--- config.mk ---
export PLATFORM = sky130hd
export DESIGN_NAME = ifetch_unit
export DESIGN_NICKNAME = d
export VERILOG_FILES = /design/src/rtl/legv8_pkg.sv /design/src/rtl/ifetch_unit_fifo.sv /design/src/rtl/ifetch_unit.sv
export SDC_FILE = /design/constraint.sdc
export NUM_CORES = 1
export LEC_CHECK = 0
export ABC_AREA = 1
export BUFFER_PORTS_ARGS = -buffer_cell sky130_fd_sc_hd__buf_2
export CAP_MARGIN = 20
export CORE_MARGIN = 2
export CORE_UTILIZATION = 58
export DETAILED_ROUTE_END_ITERATION = 16
export PLACE_DENSITY = 0.81
export SLEW_MARGIN = 20
export SYNTH_ARGS = -nofsm -noshare
export SYNTH_HDL_FRONTEND = slang
export SYNTH_SLANG_ARGS = --single-unit
export TNS_END_PERCENT = 50
--- constraint.sdc ---
create_clock -name clk -period 27.4 [get_ports clk]
set_clock_uncertainty 0.15 [all_clocks]
set_input_delay 5.48 -clock clk [delete_from_list [all_inputs] [get_ports clk]]
set_output_delay 5.48 -clock clk [all_outputs]
set_load 0.02 [all_outputs]
--- src/rtl/legv8_pkg.sv ---
// Shared LEGv8 fetch types and constants.
package legv8_pkg;

    localparam int XLEN    = 64;
    localparam int INSTR_W = 32;
    localparam int PC_STEP = 4;

    typedef struct packed {
        logic [INSTR_W-1:0] instr;
        logic [XLEN-1:0]    pc;
    } fetch_entry_t;

endpackage

--- src/rtl/ifetch_unit_fifo.sv ---
// Small synchronous FIFO with flush; used for fetched words and in-flight PCs.
module fetch_fifo
    import legv8_pkg::*;
#(
    parameter int  DEPTH = 2,
    parameter type T     = fetch_entry_t
) (
    input  logic                         clk,
    input  logic                         reset,
    input  logic                         push,
    input  T                             din,
    input  logic                         pop,
    input  logic                         flush,
    output T                             dout,
    output logic [$clog2(DEPTH+1)-1:0]   count
);

    localparam int AW = (DEPTH > 1) ? $clog2(DEPTH) : 1;
    localparam int CW = $clog2(DEPTH+1);

    T              mem [DEPTH];
    logic [AW-1:0] wptr;
    logic [AW-1:0] rptr;
    logic          push_ok;
    logic          pop_ok;

    assign pop_ok  = pop && (count != '0);
    assign push_ok = push && (count != CW'(DEPTH));
    assign dout    = mem[rptr];

    function automatic logic [AW-1:0] nxt(input logic [AW-1:0] p);
        return (p == AW'(DEPTH-1)) ? '0 : p + 1'b1;
    endfunction

    always_ff @(posedge clk or posedge reset) begin
        if (reset) begin
            wptr  <= '0;
            rptr  <= '0;
            count <= '0;
            for (int i = 0; i < DEPTH; i++) mem[i] <= '0;
        end else if (flush) begin
            wptr  <= '0;
            rptr  <= '0;
            count <= '0;
        end else begin
            if (push_ok) begin
                mem[wptr] <= din;
                wptr      <= nxt(wptr);
            end
            if (pop_ok) rptr <= nxt(rptr);
            count <= count + CW'(push_ok) - CW'(pop_ok);
        end
    end

endmodule

--- src/rtl/ifetch_unit.sv ---
// LEGv8 instruction fetch: PC, credit-limited imem requests,
// response buffering and branch redirect with stale-response draining.
module ifetch_unit
    import legv8_pkg::*;
#(
    parameter int             N        = 64,
    parameter logic [N-1:0]   PC_RESET = '0,
    parameter int             DEPTH    = 2
) (
    input  logic               clk,
    input  logic               reset,
    output logic               imem_req_o,
    output logic [N-1:0]       imem_addr_o,
    input  logic               imem_gnt_i,
    input  logic               imem_rvalid_i,
    input  logic [31:0]        imem_rdata_i,
    output logic               instr_valid_o,
    output logic [31:0]        instr_o,
    output logic [N-1:0]       instr_pc_o,
    input  logic               instr_ready_i,
    input  logic               PCSrc_i,
    input  logic [N-1:0]       PCBranch_i
);

    localparam int FCW = $clog2(DEPTH+1);
    // Drained responses stay outstanding, so headroom beyond DEPTH is needed.
    localparam int CW  = FCW + 2;
    localparam int UW  = CW + 1;

    typedef struct packed {
        logic [INSTR_W-1:0] instr;
        logic [N-1:0]       pc;
    } entry_t;

    logic [N-1:0]   pc_q;
    logic [CW-1:0]  outstanding;
    logic [CW-1:0]  drain_cnt;
    entry_t         last_q;

    entry_t         head;
    entry_t         push_ent;
    logic [FCW-1:0] fcount;
    logic [N-1:0]   aq_head;
    logic [FCW-1:0] aq_count;

    logic           rv_ok;
    logic           draining;
    logic           credit;
    logic [UW-1:0]  used;
    logic           req_hs;
    logic           push;
    logic           pop;
    logic           unused_bits;

    assign rv_ok    = imem_rvalid_i && (outstanding != '0);
    assign draining = (drain_cnt != '0);
    assign used     = UW'(fcount) + UW'(outstanding) - UW'(drain_cnt);
    assign credit   = (used < UW'(DEPTH)) && (outstanding != '1);

    assign imem_req_o    = !reset && !PCSrc_i && credit;
    assign imem_addr_o   = pc_q;
    assign req_hs        = imem_req_o && imem_gnt_i;

    assign push          = rv_ok && !draining && !PCSrc_i;
    assign instr_valid_o = !PCSrc_i && (fcount != '0);
    assign pop           = instr_valid_o && instr_ready_i;

    assign push_ent.instr = imem_rdata_i;
    assign push_ent.pc    = aq_head;

    assign instr_o     = (fcount != '0) ? head.instr : last_q.instr;
    assign instr_pc_o  = (fcount != '0) ? head.pc    : last_q.pc;
    assign unused_bits = ^{PCBranch_i[1:0], aq_count};

    fetch_fifo #(
        .DEPTH (DEPTH),
        .T     (entry_t)
    ) u_ifq (
        .clk   (clk),
        .reset (reset),
        .push  (push),
        .din   (push_ent),
        .pop   (pop),
        .flush (PCSrc_i),
        .dout  (head),
        .count (fcount)
    );

    // In-order PCs of live (non-drained) requests.
    fetch_fifo #(
        .DEPTH (DEPTH),
        .T     (logic [N-1:0])
    ) u_aq (
        .clk   (clk),
        .reset (reset),
        .push  (req_hs),
        .din   (pc_q),
        .pop   (push),
        .flush (PCSrc_i),
        .dout  (aq_head),
        .count (aq_count)
    );

    always_ff @(posedge clk or posedge reset) begin
        if (reset) begin
            pc_q        <= PC_RESET;
            outstanding <= '0;
            drain_cnt   <= '0;
            last_q      <= '0;
        end else begin
            if (fcount != '0) last_q <= head;
            outstanding <= outstanding + CW'(req_hs) - CW'(rv_ok);
            if (PCSrc_i) begin
                pc_q      <= {PCBranch_i[N-1:2], 2'b00};
                drain_cnt <= outstanding - CW'(rv_ok);
            end else begin
                if (req_hs) pc_q <= pc_q + N'(PC_STEP);
                if (rv_ok && draining) drain_cnt <= drain_cnt - CW'(1);
            end
        end
    end

    a_rvalid_outstanding: assert property (
        @(posedge clk) disable iff (reset)
        imem_rvalid_i |-> (outstanding != '0)
    );

endmodule
== Yosys cells after proc, flatten, opt, wreduce, memory -nomap -nowiden ==
Cells that the tools add are included.

* Equal/unequal tests: 3
* Add/sub/neg operators: 15
* Multiplexer cells: 32
* Bitwise logic cells: 5
* Reduce and logical (&&, ||, !) cells: 31
* Magnitude comparators: 7

{| class="wikitable"
|+ Operators by type and width
! cell !! count
|-
| $mux W64 || 7
|-
| $mux W96 || 4
|-
| $bwmux W192 || 1
|-
| $bwmux W128 || 1
|-
| $demux W96 S1 || 1
|-
| $add A64 B3 Y64 const B || 1
|-
| $demux W64 S1 || 1
|-
| $mux W32 || 1
|-
| $logic_and A1 B1 Y1 || 16
|-
| $reduce_bool A2 Y1 || 8
|-
| $mux W1 || 12
|-
| $ge A2 B2 Y1 const B || 4
|-
| $mux W4 || 2
|-
| $not A1 Y2 || 4
|-
| $reduce_bool A4 Y1 || 2
|-
| $sub A4 B1 Y4 || 2
|-
| $add A2 B4 Y5 || 1
|-
| $lt A5 B2 Y1 const B || 1
|-
| $sub A5 B4 Y5 || 1
|-
| $add A1 B1 Y1 const B || 4
|-
| $add A2 B1 Y2 || 2
|-
| $add A4 B1 Y4 || 1
|-
| $lt A2 B1 Y1 const B || 2
|-
| $mux W2 || 2
|-
| 7 further kinds || 12
|}

* Register bits after elaboration: 496
* Logic and storage cells: 110
* Output and inout port bits: 162
* Input bits: 102

== Longest topological paths before layout ==
Gate-level depths: netlist (run 1).

* Depth in word-level cells: 10
* Mapped depth: 19
* Gate-level depth less buffers: 18

== Cells and area by module ==
From an unflattened synthesis (run 1), not the netlist that was laid out.

* Cells, all modules: 3218
* Area total of the unflattened synthesis: 25119.1 um^2

{| class="wikitable"
|+ By module, submodules not included
! module !! area each (um^2) !! times used !! cells each
|-
| ifetch_unit || 9521.6 || 1 || 1212
|-
| fetch_fifo (u_ifq) || 9223.8 || 1 || 1196
|-
| fetch_fifo (u_aq) || 6373.6 || 1 || 810
|}

== Least setup slack after synthesis (run 1) ==
No wires, ideal clock.

* Path kind: input-to-output
* Start point: in PCSrc_i
* End point: out imem_req_o
* Cell stages on the path: 5
* Arrival: 6.044 ns
* Path slack: 15.726 ns
* Cell sequence: nor2_1 nand3_1 nor2_1 nand3_2 inv_1

* Cells in the longest elaborated chain, start to end: 3

{| class="wikitable"
|+ RTL lines
! what !! line !! source
|-
| from (decl) || ifetch_unit.sv:21 || <nowiki>input logic PCSrc_i,</nowiki>
|-
| $logic_not A1 Y1 || ifetch_unit.sv:60 || <nowiki>assign imem_req_o = !reset && !PCSrc_i && credit;</nowiki>
|-
| $logic_and A1 B1 Y1 (2 in series) || ifetch_unit.sv:60 ||
|-
| to (decl) || ifetch_unit.sv:12 || <nowiki>output logic imem_req_o,</nowiki>
|}

Every way passes these cells.

== Final worst setup path (run 1) ==
Ends and elaborated chain as after synthesis.

==> qor.yml, run 1 <==
outcome:
  outcome: "finished, final reports clean"
global_routing:
  grt_max_degree: 145
  grt_pass1_wl_mm: 103
  overflow: 0
  antenna_found_initial: 0
  grt_pass1_vias: 19000
  grtUsageTotal: 0.315
power:
  power_density_nw_per_um2: 95.3
  p_leak_nw: 12.7
  ir_worst_vdd_uv: 66.4
sta:
  finalHoldViolCount: 0
  worst_pin_slew_ns: 1.02
  setup_tns_ns: 0
  timing.final.crit_share: 0.448
  slew_headroom: 0.321
  clock.fmax_mhz: 81.5
  setup_violations: 0
  rsz0062_at_grt: "false"
  drv_slew: 0
  period_needed_ns: 12.28
worst_setup_path:
  worstSetupStartpointType: "input port"
  crit_required_ns: 21.77
  critPathKind: "input port to output port"
  critPathCapture: "imem_req_o"
  rrSetupSlack_ns: 23.00
  reg2reg_depth: 12
  path_max_fanout: 51
  rr_endpoint: "u_aq.mem[40]"
  end_kind: "output port"
  rr_startpoint: "u_ifq.count[1]"
  cp.arrival_ns: 6.65
  crit_start: "PCSrc_i"
yosys:
  ys_seq_area_frac: 0.524
  ys_ff_latch: 484
  netlist_top_cells_area: "dfrtp_1, nand2_1, o21ai_0"
  async_reset_ff_frac: 1.00
  synth_edf_count: 0
  synthesis.area_um2: 23100
  yosysWarnings: 0
  synth.area.mux_share: 0.0302
  ys_types: 33
  synth_top_family_by_area: "simple AND/OR/NAND/NOR gates"
  synth_top_area_cell: "dfrtp_1"
  synth_top_area_frac: 0.524
  yosys.area_share.xor_xnor: 0.00985
  synthAdderAreaFrac: 0.0140
  synthCells: 2808
  synthSimpleGateAreaFrac: 0.241
  synth_compound_area_frac: 0.111
  synth_area_per_cell_um2: 8.23
  synth-main-ff-cell: "dfrtp_1"
floorplanning:
  fp.dieArea_um2: 41500
  row_count: 73
  start_util: 0.584
  die_h_um: 204
  design.core.area_um2: 39500
  dieWidth_um: 204
  io_pins: 264
route:
  post-route-drc-count: 0
  vias: 19900
  first_pass_iters: 6
  wl_per_cell_um: 18.3
  wirelength_mm: 64.9
  drtIter0Drc: 2131
  ant_nets: 0
  via_per_inst: 5.61
placement:
  place_congestion: 0.925
  post-dp-hpwl_mm: 43.3
  dpl_cell_area_um2: 24600
  numPortBuffers: 257
job:
  drv_cap: 0
cts:
  clock-root-buffer: "clkbuf_16"
  cts_buffers: 50
  post_cts_buffers: 0
  clock_path_buffers: 3
  cts_resized: 0
  cts_max_level: 2
  cts_tree: "built"
  insertion_delay_ns: 0.59
  clk_pin_slew_worst_paths_ns: 0.06
  cts_sinks: 484
  ctsHoldBuffers: 0
layout:
  layout-drive-gt1-share: 0.149
  diodes: 0
  stdcell_area_um2: 26200
  finalNetCount: 3111
  area_growth_pct: 13.4
worst_hold_path:
  hold_path.class: "flip-flop to flip-flop"
==> layer usage <==
metal,up-vias,share of wire,track usage
met5,-,0,0
met3,104,0.086,0.0523
li1,9410,-,-
met4,0,0.028,0.0949
met1,9537,0.44,0.462
met2,837,0.45,0.485
==> final cells by class <==
type                       instances  area, µm²
inverter                         236        895
multi-input combinational       1932       9420
clock buffer                      70       1450
clock inverter                    20        168
tap                              525        657
timing repair buffer             281       1490
fill                            3253      13300
sequential                       484      12100
==> placed cells by master (no fill, tap or decap), drive strengths merged, types with 3 or more instances in the layout <==
cell type / synthesis / layout
ha: 21 / 21
nand3: 128 / 128
xor2: 22 / 22
mux2: 62 / 62
clkbuf: 97 / 70
xnor2: 4 / 4
o21a: 62 / 62
o21ai: 310 / 310
a21oi: 10 / 10
dfrtp: 484 / 484
o211ai: 62 / 62
nor2: 148 / 148
inv: 236 / 237
nand2: 1010 / 1010
buf: 62 / 281
clkinv: 0 / 16
fa: 3 / 3
conb: 1 / 4
nand4: 80 / 80
==> per-stage QoR <==
stage | total power [W] | hold slack (ns) | worst slack (ns) | instances | util
after floorplan | 0.00156 | 0.286 | 8.26 | 2811 | -
after global placement | 0.00179 | 0.298 | 15.16 | 3457 | 0.621
after detailed placement | 0.00183 | 0.303 | 15.13 | 3457 | 0.621
after CTS | 0.00250 | 0.318 | 15.13 | 3547 | 0.662
after global routing | 0.00264 | 0.341 | 15.00 | 3548 | 0.663
final | 0.00250 | 0.315 | 15.12 | 3548 | 0.663
==> flip-flops by register name, indices dropped and copies added, names as in the netlist <==
register     flops
u_aq.mem       124
imem_addr_o     62
u_ifq.mem      188
u_ifq.wptr       1
u_aq.wptr        1
drain_cnt        4
u_aq.count       2
last_q          94
u_ifq.rptr       1
u_aq.rptr        1
u_ifq.count      2
outstanding      4
==> cells in the mapped netlist, types with 3 or more instances <==
cell / n
nand2_1: 1009
dfrtp_1: 484
o21ai_0: 242
inv_1: 230
nor2_1: 140
nand3_1: 125
clkbuf_1: 97
nand4_1: 80
o21ai_1: 68
mux2_2: 62
o211ai_1: 62
o21a_1: 62
buf_2: 37
xor2_1: 22
ha_1: 21
buf_4: 16
a21oi_1: 10
inv_2: 6
buf_1: 5
nor2_2: 5
buf_6: 4
xnor2_1: 4
fa_1: 3
nand3_2: 3
nor2_4: 3
==> report_power, final <==
part	total, W	switching, W	internal [W]
clock network	0.000669	0.000282	0.000387
registers	0.00104	0.000122	0.000921
logic	0.000784	0.000513	0.000272
total	0.00250	0.000917	0.00158
==> worst min path at each step <==
stage / depth (start not counted) / slack [ns] / to / start
after global placement: 2 / 0.30 / u_aq.mem[6] / u_aq.mem[6]
after detailed placement: 2 / 0.30 / u_aq.mem[29] / u_aq.mem[29]
after global routing: 2 / 0.34 / u_aq.mem[5] / u_aq.mem[5]
after CTS: 2 / 0.32 / u_aq.mem[47] / u_aq.mem[47]
final: 2 / 0.32 / u_aq.mem[39] / u_aq.mem[39]
after floorplan: 2 / 0.29 / u_aq.mem[10] / u_aq.mem[10]
==> worst max-delay path: stages <==
cell	delay [ns]
buf_2	0.09
buf_4	0.29
nor2_1	0.17
nand3_1	0.08
nor2_1	0.16
nand3_2	0.13
inv_1	0.06
buf_2	0.15
==> cells by family after synthesis <==
kind of cell | Yosys count
AOI/OAI and AO/OA | 448
xor gates and xnor gates | 26
adders and majority gates | 24
buffers and inverters | 395
DFF | 484
muxes | 62
other | 1
and+or+nand+nor | 1368
Power figures use the tool's default switching activity.
==> inputs of run 2 (changes only) <==
Settings changed: CORE_UTILIZATION 58 to 53, PLACE_DENSITY 0.81 to 0.78.
Clock period 27.4 ns to 10.3 ns, I/O delays scaled along.
==> run 2 against run 1 <==
Against the previous run: utilization down 4.9 points; critical endpoint is now instr_pc_o[39]; cell count up 1.8%; register-to-register slack worse by 17 ns; global-route usage down 2.5 points; highest routed layer unchanged.
==> qor.yml, run 2 (synthesized netlist as in run 1, its figures left out) <==
outcome:
  outcome: "finished, final reports clean"
floorplanning:
  io_pins: 264
  row_count: 76
  start_util: 0.537
  design.core.area_um2: 43100
  fp.dieArea_um2: 45300
  die_h_um: 213
  dieWidth_um: 213
worst_setup_path:
  rrSetupSlack_ns: 6.02
  path_max_fanout: 87
  cp_slowest_stage_delay_ns: 0.63
  end_kind: "output port"
  path_cells: "nor2_4, buf_4, clkinv_2, buf_4, o211ai_1, o21a_1, buf_2"
  crit_required_ns: 8.09
  crit_slowest_cell: "clkinv_2"
  crit_start: "u_ifq.count[1]"
  cp.arrival_ns: 3.65
  reg2reg_depth: 12
  crit_top_cell: "buf_4"
  worstSetupStartpointType: "flip-flop"
  rr_endpoint: "u_aq.mem[105]"
  critPathKind: "flip-flop to output port"
  rr_startpoint: "u_ifq.count[1]"
route:
  via_per_inst: 5.47
  ant_nets: 0
  vias: 19700
  drtIter0Drc: 2076
  wl_per_cell_um: 18.1
  post-route-drc-count: 0
  wirelength_mm: 65.3
  first_pass_iters: 5
global_routing:
  overflow: 0
  grtUsageTotal: 0.291
  busiest_layer: "met2"
  use_met3: 0.0462
  grt_pass1_vias: 18700
  grt_pass1_wl_mm: 102
  use_met1: 0.422
  antenna_found_initial: 1
  met2_usage: 0.450
  grt_max_degree: 154
cts:
  post_cts_buffers: 0
  cts_buffers: 51
  insertion_delay_ns: 0.60
  cts_resized: 0
  clock-root-buffer: "clkbuf_16"
  cts_max_level: 2
  cts_sinks: 484
  clock_path_buffers: 3
  cts_tree: "built"
  clk_pin_slew_worst_paths_ns: 0.06
  ctsHoldBuffers: 0
sta:
  period_needed_ns: 5.86
  timing.final.crit_share: 0.569
  rsz0062_at_grt: "false"
  slew_headroom: 0.380
  drv_slew: 0
  finalHoldViolCount: 0
  setup_violations: 0
  hold-worst-slack_ns: 0.315
  worst_pin_slew_ns: 0.930
  setup_slack_ns: 4.44
  setup_tns_ns: 0
  clock.fmax_mhz: 171
power:
  ir_worst_vdd_uv: 186
  p_leak_nw: 12.8
  power_density_nw_per_um2: 257
layout:
  finalNetCount: 3113
  mostFrequentLayoutCell: "nand2_1"
  largest_registers: "u_ifq.mem x188, u_aq.mem x124, last_q x94"
  final_cell_mix: "nand2_1, dfrtp_1, buf_2"
  regMostFlops: "u_ifq.mem"
  post-route-util: 0.614
  largest_reg_flops: 188
  layout-drive-gt1-share: 0.151
  area_growth_pct: 14.4
placement:
  numPortBuffers: 257
  place_congestion: 1.02
  post-dp-hpwl_mm: 44.1
  dp_worst_setup_slack_ns: 4.65
worst_hold_path:
  min_to: "u_aq.mem[24]"
  worstHoldPathCells: 2
  worstHoldStart: "u_aq.mem[24]"
  hold_path.class: "flip-flop to flip-flop"
job:
  drv_cap: 0
-- run 2: cell types whose count changed in the layout (fill, tap and decap cells not counted), sizes merged --
| cell | change |
|---|---|
| inv | -2 |
| bufinv | +5 |
| diode | +1 |
| buf | +1 |
| clkinvlp | +5 |
| clkbuf | -3 |
| clkinv | -2 |
-- run 2: worst max path at each step --
stage / to / slack (ns)
after floorplan: drain_cnt[0] / 1.53
after global placement: imem_req_o / 4.69
after detailed placement: imem_req_o / 4.65
after CTS: instr_pc_o[39] / 4.40
after global routing: instr_pc_o[39] / 4.20
final: instr_pc_o[39] / 4.44
-- run 2: worst max-delay path: cells and delay by family (launching register included) --
kind                   cells  cell delay, ns
AOI/OAI and AO/OA          2            0.51
buffers and inverters      4            1.91
and+or+nand+nor            1            0.12
DFF                        1            0.45
-- run 2: power by group --
group	internal, W	total [W]	leakage [nW]	switching [W]
logic	0.000723	0.00208	5.69	0.00136
clock network	0.00116	0.00193	0.865	0.000774
registers	0.00245	0.00277	6.24	0.000319
-- run 2: layout make-up --
type / count / area (µm²)
fillers: 3729 / 16600
flip-flops and latches: 484 / 12100
multi-input cells: 1932 / 9420
repair buffers: 282 / 1510
clock buffers: 67 / 1440
inverters: 236 / 891
well taps: 585 / 732
clock inverters: 26 / 337
diodes: 1 / 2.50
-- run 2: metrics by stage --
step,total power (W),area (µm²),std cells
4_1_cts,0.00682,26400,3611
6_report,0.00679,26500,3613
3_5_place_dp,0.00486,24600,3518
5_1_grt,0.00720,26500,3613
3_3_place_gp,0.00478,24600,3518
2_1_floorplan,0.00416,23100,2811
-- run 2: metal layers --
metal	routed length, µm	vias up
li1	-	9433
met3	4970	106
met2	29600	746
met4	1780	0
met1	29000	9462
met5	0	-
